File: src/rtl/spi_reg_bank.sv
// SPI register bank: decodes spi_slave byte stream into NUM_REGS byte registers with burst auto-increment.
// Optional idle-byte timeout is built when SPI_REG_BANK_TIMEOUT_EN is defined.
module spi_reg_bank #(
  parameter int                    NUM_REGS       = 8,
  parameter logic [7:0]            FPGA_VER       = 8'hC2,
  parameter logic [NUM_REGS-1:0]   RW_MASK        = NUM_REGS'(2),
  parameter logic [NUM_REGS*8-1:0] RESET_VAL      = '0,
  parameter int                    TIMEOUT_CYCLES = 1000000
) (
  input  logic                    clk_core,
  input  logic                    reset_n,
  input  logic                    transaction_begin,
  input  logic                    rx_byte_available,
  input  logic [7:0]              rx_byte,
  output logic [7:0]              tx_byte,
  input  logic [NUM_REGS*8-1:0]   reg_in,
  output logic [NUM_REGS*8-1:0]   reg_out,
  output logic [NUM_REGS-1:0]     wr_strobe,
  output logic                    busy,
  output logic                    timeout_pulse
);

  if (NUM_REGS < 2 || NUM_REGS > 128 || TIMEOUT_CYCLES < 1) begin : g_param_check
    $error("spi_reg_bank: parameter out of range");
  end

  // Register 0 is the version register and can never be written.
  localparam logic [NUM_REGS-1:0] RW_EFF = RW_MASK & ~NUM_REGS'(1);

  function automatic logic [NUM_REGS*8-1:0] byte_mask(input logic [NUM_REGS-1:0] m);
    byte_mask = '0;
    for (int i = 0; i < NUM_REGS; i++) begin
      byte_mask[8*i +: 8] = {8{m[i]}};
    end
  endfunction

  localparam logic [NUM_REGS*8-1:0] RST_EFF = RESET_VAL & byte_mask(RW_EFF);

  function automatic logic [7:0] rd_byte(input logic [6:0]            a,
                                         input logic [NUM_REGS*8-1:0] rw_val,
                                         input logic [NUM_REGS*8-1:0] ro_val);
    rd_byte = 8'h00;
    for (int i = 1; i < NUM_REGS; i++) begin
      if (int'(a) == i) rd_byte = RW_EFF[i] ? rw_val[8*i +: 8] : ro_val[8*i +: 8];
    end
    if (a == 7'd0) rd_byte = FPGA_VER;
  endfunction

  function automatic logic [6:0] next_addr(input logic [6:0] a);
    if (int'(a) == NUM_REGS - 1) next_addr = 7'd0;
    else                         next_addr = a + 7'd1;
  endfunction

  typedef enum logic [1:0] {IDLE, CMD, READ, WRITE} state_t;

  state_t     state;
  logic [6:0] addr;
  logic       rxa_p0, rxa_p1, rxa_p2;
  logic       byte_vld_p2;

  // Stage p0/p1: two-flop synchroniser; stage p2: previous value for edge detection.
  always_ff @(posedge clk_core or negedge reset_n) begin
    if (!reset_n) begin
      rxa_p0 <= 1'b0;
      rxa_p1 <= 1'b0;
      rxa_p2 <= 1'b0;
    end else begin
      rxa_p0 <= rx_byte_available;
      rxa_p1 <= rxa_p0;
      rxa_p2 <= rxa_p1;
    end
  end

  // rx_byte has been stable for several cycles by the time this fires, so it is sampled directly.
  assign byte_vld_p2 = rxa_p1 & ~rxa_p2;
  assign busy        = (state != IDLE);

`ifdef SPI_REG_BANK_TIMEOUT_EN
  logic [31:0] tmo_cnt;
  logic        tmo_hit;

  assign tmo_hit = (tmo_cnt == 32'(TIMEOUT_CYCLES - 1));
`else
  assign timeout_pulse = 1'b0;
`endif

  always_ff @(posedge clk_core or negedge reset_n) begin
    if (!reset_n) begin
      state     <= IDLE;
      tx_byte   <= 8'h00;
      wr_strobe <= '0;
      reg_out   <= RST_EFF;
      addr      <= 7'd0;
`ifdef SPI_REG_BANK_TIMEOUT_EN
      tmo_cnt       <= '0;
      timeout_pulse <= 1'b0;
`endif
    end else begin
      wr_strobe <= '0;
`ifdef SPI_REG_BANK_TIMEOUT_EN
      timeout_pulse <= 1'b0;
      if (transaction_begin || byte_vld_p2 || state == IDLE || tmo_hit) tmo_cnt <= '0;
      else                                                             tmo_cnt <= tmo_cnt + 32'd1;
`endif
      if (transaction_begin) begin
        state   <= CMD;
        tx_byte <= 8'h00;
      end else if (byte_vld_p2) begin
        case (state)
          IDLE: ;
          CMD: begin
            if (rx_byte[7]) begin
              state <= WRITE;
              addr  <= rx_byte[6:0];
            end else begin
              // Preload the start register so the first data slot returns it.
              state   <= READ;
              tx_byte <= rd_byte(rx_byte[6:0], reg_out, reg_in);
              addr    <= next_addr(rx_byte[6:0]);
            end
          end
          READ: begin
            tx_byte <= rd_byte(addr, reg_out, reg_in);
            addr    <= next_addr(addr);
          end
          WRITE: begin
            for (int i = 0; i < NUM_REGS; i++) begin
              if (int'(addr) == i && RW_EFF[i]) begin
                reg_out[8*i +: 8] <= rx_byte;
                wr_strobe[i]      <= 1'b1;
              end
            end
            addr <= next_addr(addr);
          end
          default: state <= IDLE;
        endcase
`ifdef SPI_REG_BANK_TIMEOUT_EN
      end else if (tmo_hit && state != IDLE) begin
        state         <= IDLE;
        tx_byte       <= 8'h00;
        timeout_pulse <= 1'b1;
`endif
      end
    end
  end

endmodule

File: config.mk
export PLATFORM = sky130hd
export DESIGN_NAME = spi_reg_bank
export DESIGN_NICKNAME = d
export VERILOG_FILES = /design/src/rtl/spi_reg_bank.sv
export SDC_FILE = /design/constraint.sdc
export NUM_CORES = 1
export LEC_CHECK = 0
export ABC_AREA = 1
export BUFFER_PORTS_ARGS = -buffer_cell sky130_fd_sc_hd__buf_2
export CORE_MARGIN = 2
export CORE_UTILIZATION = 48
export CTS_CLUSTER_SIZE = 14
export DETAILED_ROUTE_END_ITERATION = 12
export GPL_ROUTABILITY_DRIVEN = 0
export PLACE_DENSITY = 0.92
export SKIP_LAST_GASP = 1
export SLEW_MARGIN = 20
export SYNTH_ARGS = -nofsm -noshare
export SYNTH_HDL_FRONTEND = slang
export SYNTH_SLANG_ARGS = --single-unit
File: constraint.sdc
create_clock -name clk_core -period 2.3 [get_ports clk_core]
set_input_delay 0.575 -clock clk_core [delete_from_list [all_inputs] [get_ports clk_core]]
set_output_delay 0.575 -clock clk_core [all_outputs]
set_load 0.03 [all_outputs]
==> out/metrics.csv <==
stage,metric,value,unit
status,status,completed,
critical_path,CP Cell Sequence,inv_1 > nand2_1 > buf_2,
timing,worst slew pin tran,0.6792,ns
critical_path,critical path class,reg2out,
clock_tree,clk sinks,29,
final_layout,Multi-input gate area,0.002160,sq mm
routing,DRC Markers,0,
final_layout,diode count,0,
critical_path,slowest CP cell,dfrtp_1,
final_layout,Nets,701,
flow_run,MaxCap Viol Count,0,
critical_path,CP required,1.73,ns
clock_tree,CTS clock-pin slew for the worst setup and hold paths,0.06,ns
floorplanning,full die area,0.007843,sq mm
critical_path,Worst path max stage delay,0.49,ns
final_layout,final std cells w/o fill,714,
timing,post-route setup TNS,0,ns
power_and_ir_drop,VDD IR max,300.9,uV
synthesis,Synth area leaders,"dfrtp_1 21%, nand2_1 17%, buf_4 14%",
final_layout,Register Area,725.7,sq um
power_and_ir_drop,cell area power density,448.6,mW/mm^2
routing,Vias/cell,5.195,
timing,Final Hold Viols,0,
floorplanning,die width,88.56,um
global_route,total grt overflow,0,
synthesis,"Top FF cell, synth",dfrtp_1,
final_layout,Area Growth Syn to Fin,10.90,%
clock_tree,post-CTS setup buffers,0,
synthesis,Synth top area share,0.2114,
synthesis,Unique masters post-synth,34,
global_route,total track usage,0.2416,
placement,placed cells,706,
clock_tree,CTS tree,done,
synthesis,Avg Inst Size Synth,6.403,sq um
final_layout,"commonest non-fill, non-tap cell in the layout",nand2_1,
critical_path,Crit Path Max Fanout,11,
synthesis,cell area after synthesis,0.003432,sq mm
power_and_ir_drop,P_int,0.001042,W
critical_path,Worst Path Arrival,1.43,ns
synthesis,synth warn,56,
power_and_ir_drop,Clk network pwr share,0.326,
timing,Final WS setup,0.2941,ns
power_and_ir_drop,switch share,0.3895,
placement,DP HPWL,7650,um
floorplanning,Core ar.,0.006869,sq mm
placement,placed cell areas,0.003690,sq mm
critical_path,Top Family by Delay on Critical Path,buffers and inverters,
routing,Detailed Route WL,9444,um
clock_tree,hold-fix buffers at CTS,0,
timing,"Slew Viols, Final",0,
routing,drt pass-1 iters,5,
timing,final setup fails,0,
timing,final period utilization,0.8721,
synthesis,Synth Register Bits,29,
timing,RSZ-0062 raised after global routing,false,
final_layout,Fillers,682,
global_route,vias in the first global route,3429,
clock_tree,Root Driver,clkbuf_8,
power_and_ir_drop,switching pwr,0.0006651,W
timing,min Tclk post-route,2.006,ns
synthesis,sequential area share after synthesis,0.2114,
placement,Setup WS pre-CTS,0.07206,ns
floorplanning,I/O pin cnt,158,
floorplanning,num rows,30,
routing,Starting DRT DRC Count,305,
final_layout,"commonest cells after routing, fill and taps aside","158 x nand2_1, 77 x buf_2, 64 x conb_1",
clock_tree,TritonCTS Buffers,5,
synthesis,"EDFF count, synth",0,
placement,IO Port Bufs,77,
routing,Vias,3709,
critical_path,CP Launch Type,flop,
routing,Final ANT Viol Nets,0,
final_layout,layout cells sized above 1,0.2233,
synthesis,Mapped Cells,536,
min_path,worst hold path class,in2async,
clock_tree,Worst-Skew Late Latency,0.29,ns
timing,clk_skew,0.009131,ns
routing,drt wl/cell,13.23,um
synthesis,Async SR Flop Fraction,1.000,
global_route,first-pass GRT wire length,14960,um
clock_tree,worst-case clock buffer depth,2,
floorplanning,Die Height,88.56,um
power_and_ir_drop,P_leak,2.177,nW
final_layout,fin area,0.003806,sq mm
global_route,initial antenna violation count,0,
power_and_ir_drop,Combinational Power Share,0.325,
critical_path,CP Capture Type,primary output,
synthesis,Synth area leader,dfrtp_1,
clock_tree,H-tree Lvls,2,
power_and_ir_drop,sequential share of power,0.348,
floorplanning,Starting Density,0.4996,
critical_path,worst path bufs/invs,2,
global_route,largest net degree at the start of global routing,30,
clock_tree,Post-CTS Resized,0,
timing,fmax,0.4985,GHz
timing,Slew headroom,0.5472,
## registers in the layout (all words and copies together), names as in the netlist
name       cells
reg_out        8
tx_byte        8
addr           7
state          2
rxa_p0         1
rxa_p1         1
rxa_p2         1
wr_strobe      1
## per-stage QoR
| stage | util | total power, W | hold WS (ns) |
|---|---|---|---|
| after detailed placement | 0.5372 | 0.001152 | 0.3402 |
| after CTS | 0.5541 | 0.001714 | 0.3380 |
| after global placement | 0.5372 | 0.001129 | 0.3323 |
| final | 0.5541 | 0.001707 | 0.3181 |
| after floorplan | - | 0.001087 | 0.2794 |
| after global routing | 0.5541 | 0.001805 | 0.3684 |
## path summary, 6_finish.rpt
path | startpoint | cells after the start | end | slack [ns]
setup / recovery | state[1] | 3 | busy | 0.29
hold / removal | reset_n | 1 | rxa_p0 | 0.32
setup reg to reg | addr[5] | 13 | tx_byte[2] | 0.31
hold reg to reg | rxa_p0 | 0 | rxa_p1 | 0.35
max in group asynchronous | reset_n | 1 | reg_out[9] | 1.54
min in group clk_core | rxa_p0 | 0 | rxa_p1 | 0.35
## final cells by class
class	count	area share
tap	96	0.03156
sequential	29	0.1907
inverter	57	0.05687
timing repair buffer	88	0.1229
clock buffer	7	0.02268
clock inverter	1	0.007890
multi-input combinational	436	0.5674
## cells by family (layout without fill, tap and decap cells)
family | Yosys count | after routing | share of synthesized area
buf+inv | 134 | 153 | 0.2282
flops | 29 | 29 | 0.2114
other cells | 1 | 64 | 0.001093
simple gates | 267 | 267 | 0.3733
fa+ha+maj | 8 | 8 | 0.02917
xor+xnor | 4 | 4 | 0.01021
compound gates | 93 | 93 | 0.1466
## power groups by stage
stage / combinational, W / sequential (W) / clock [W]
floorplan: 0.000488 / 0.000599 / 0
finish: 0.000555 / 0.000595 / 0.000557
CTS: 0.000551 / 0.000594 / 0.000569
detailed placement: 0.000548 / 0.000604 / 0
global placement: 0.000529 / 0.000600 / 0
global route: 0.000611 / 0.000600 / 0.000594
## metal layers
layer  vias up  part of all wire  global-route usage  wire length [um]
met5         -                 0                   0                 0
met3        41             0.080             0.03265               758
met1      1688              0.39              0.2903              3683
met4         0             0.035              0.1129               335
li1       1764                 -                   -                 -
met2       216              0.49              0.4258              4667
## Yosys cell counts (6+ instances only)
cell and n:
o21ai_0 10, nor2_1 21, dfrtp_1 29, o21ai_1 9
inv_2 9, nand2_1 158, a21oi_1 58, buf_2 9
nor2_4 6, a31oi_1 6, buf_4 65, inv_1 47
nand3_1 50, ha_1 8
Power figures use the tool's default switching activity.
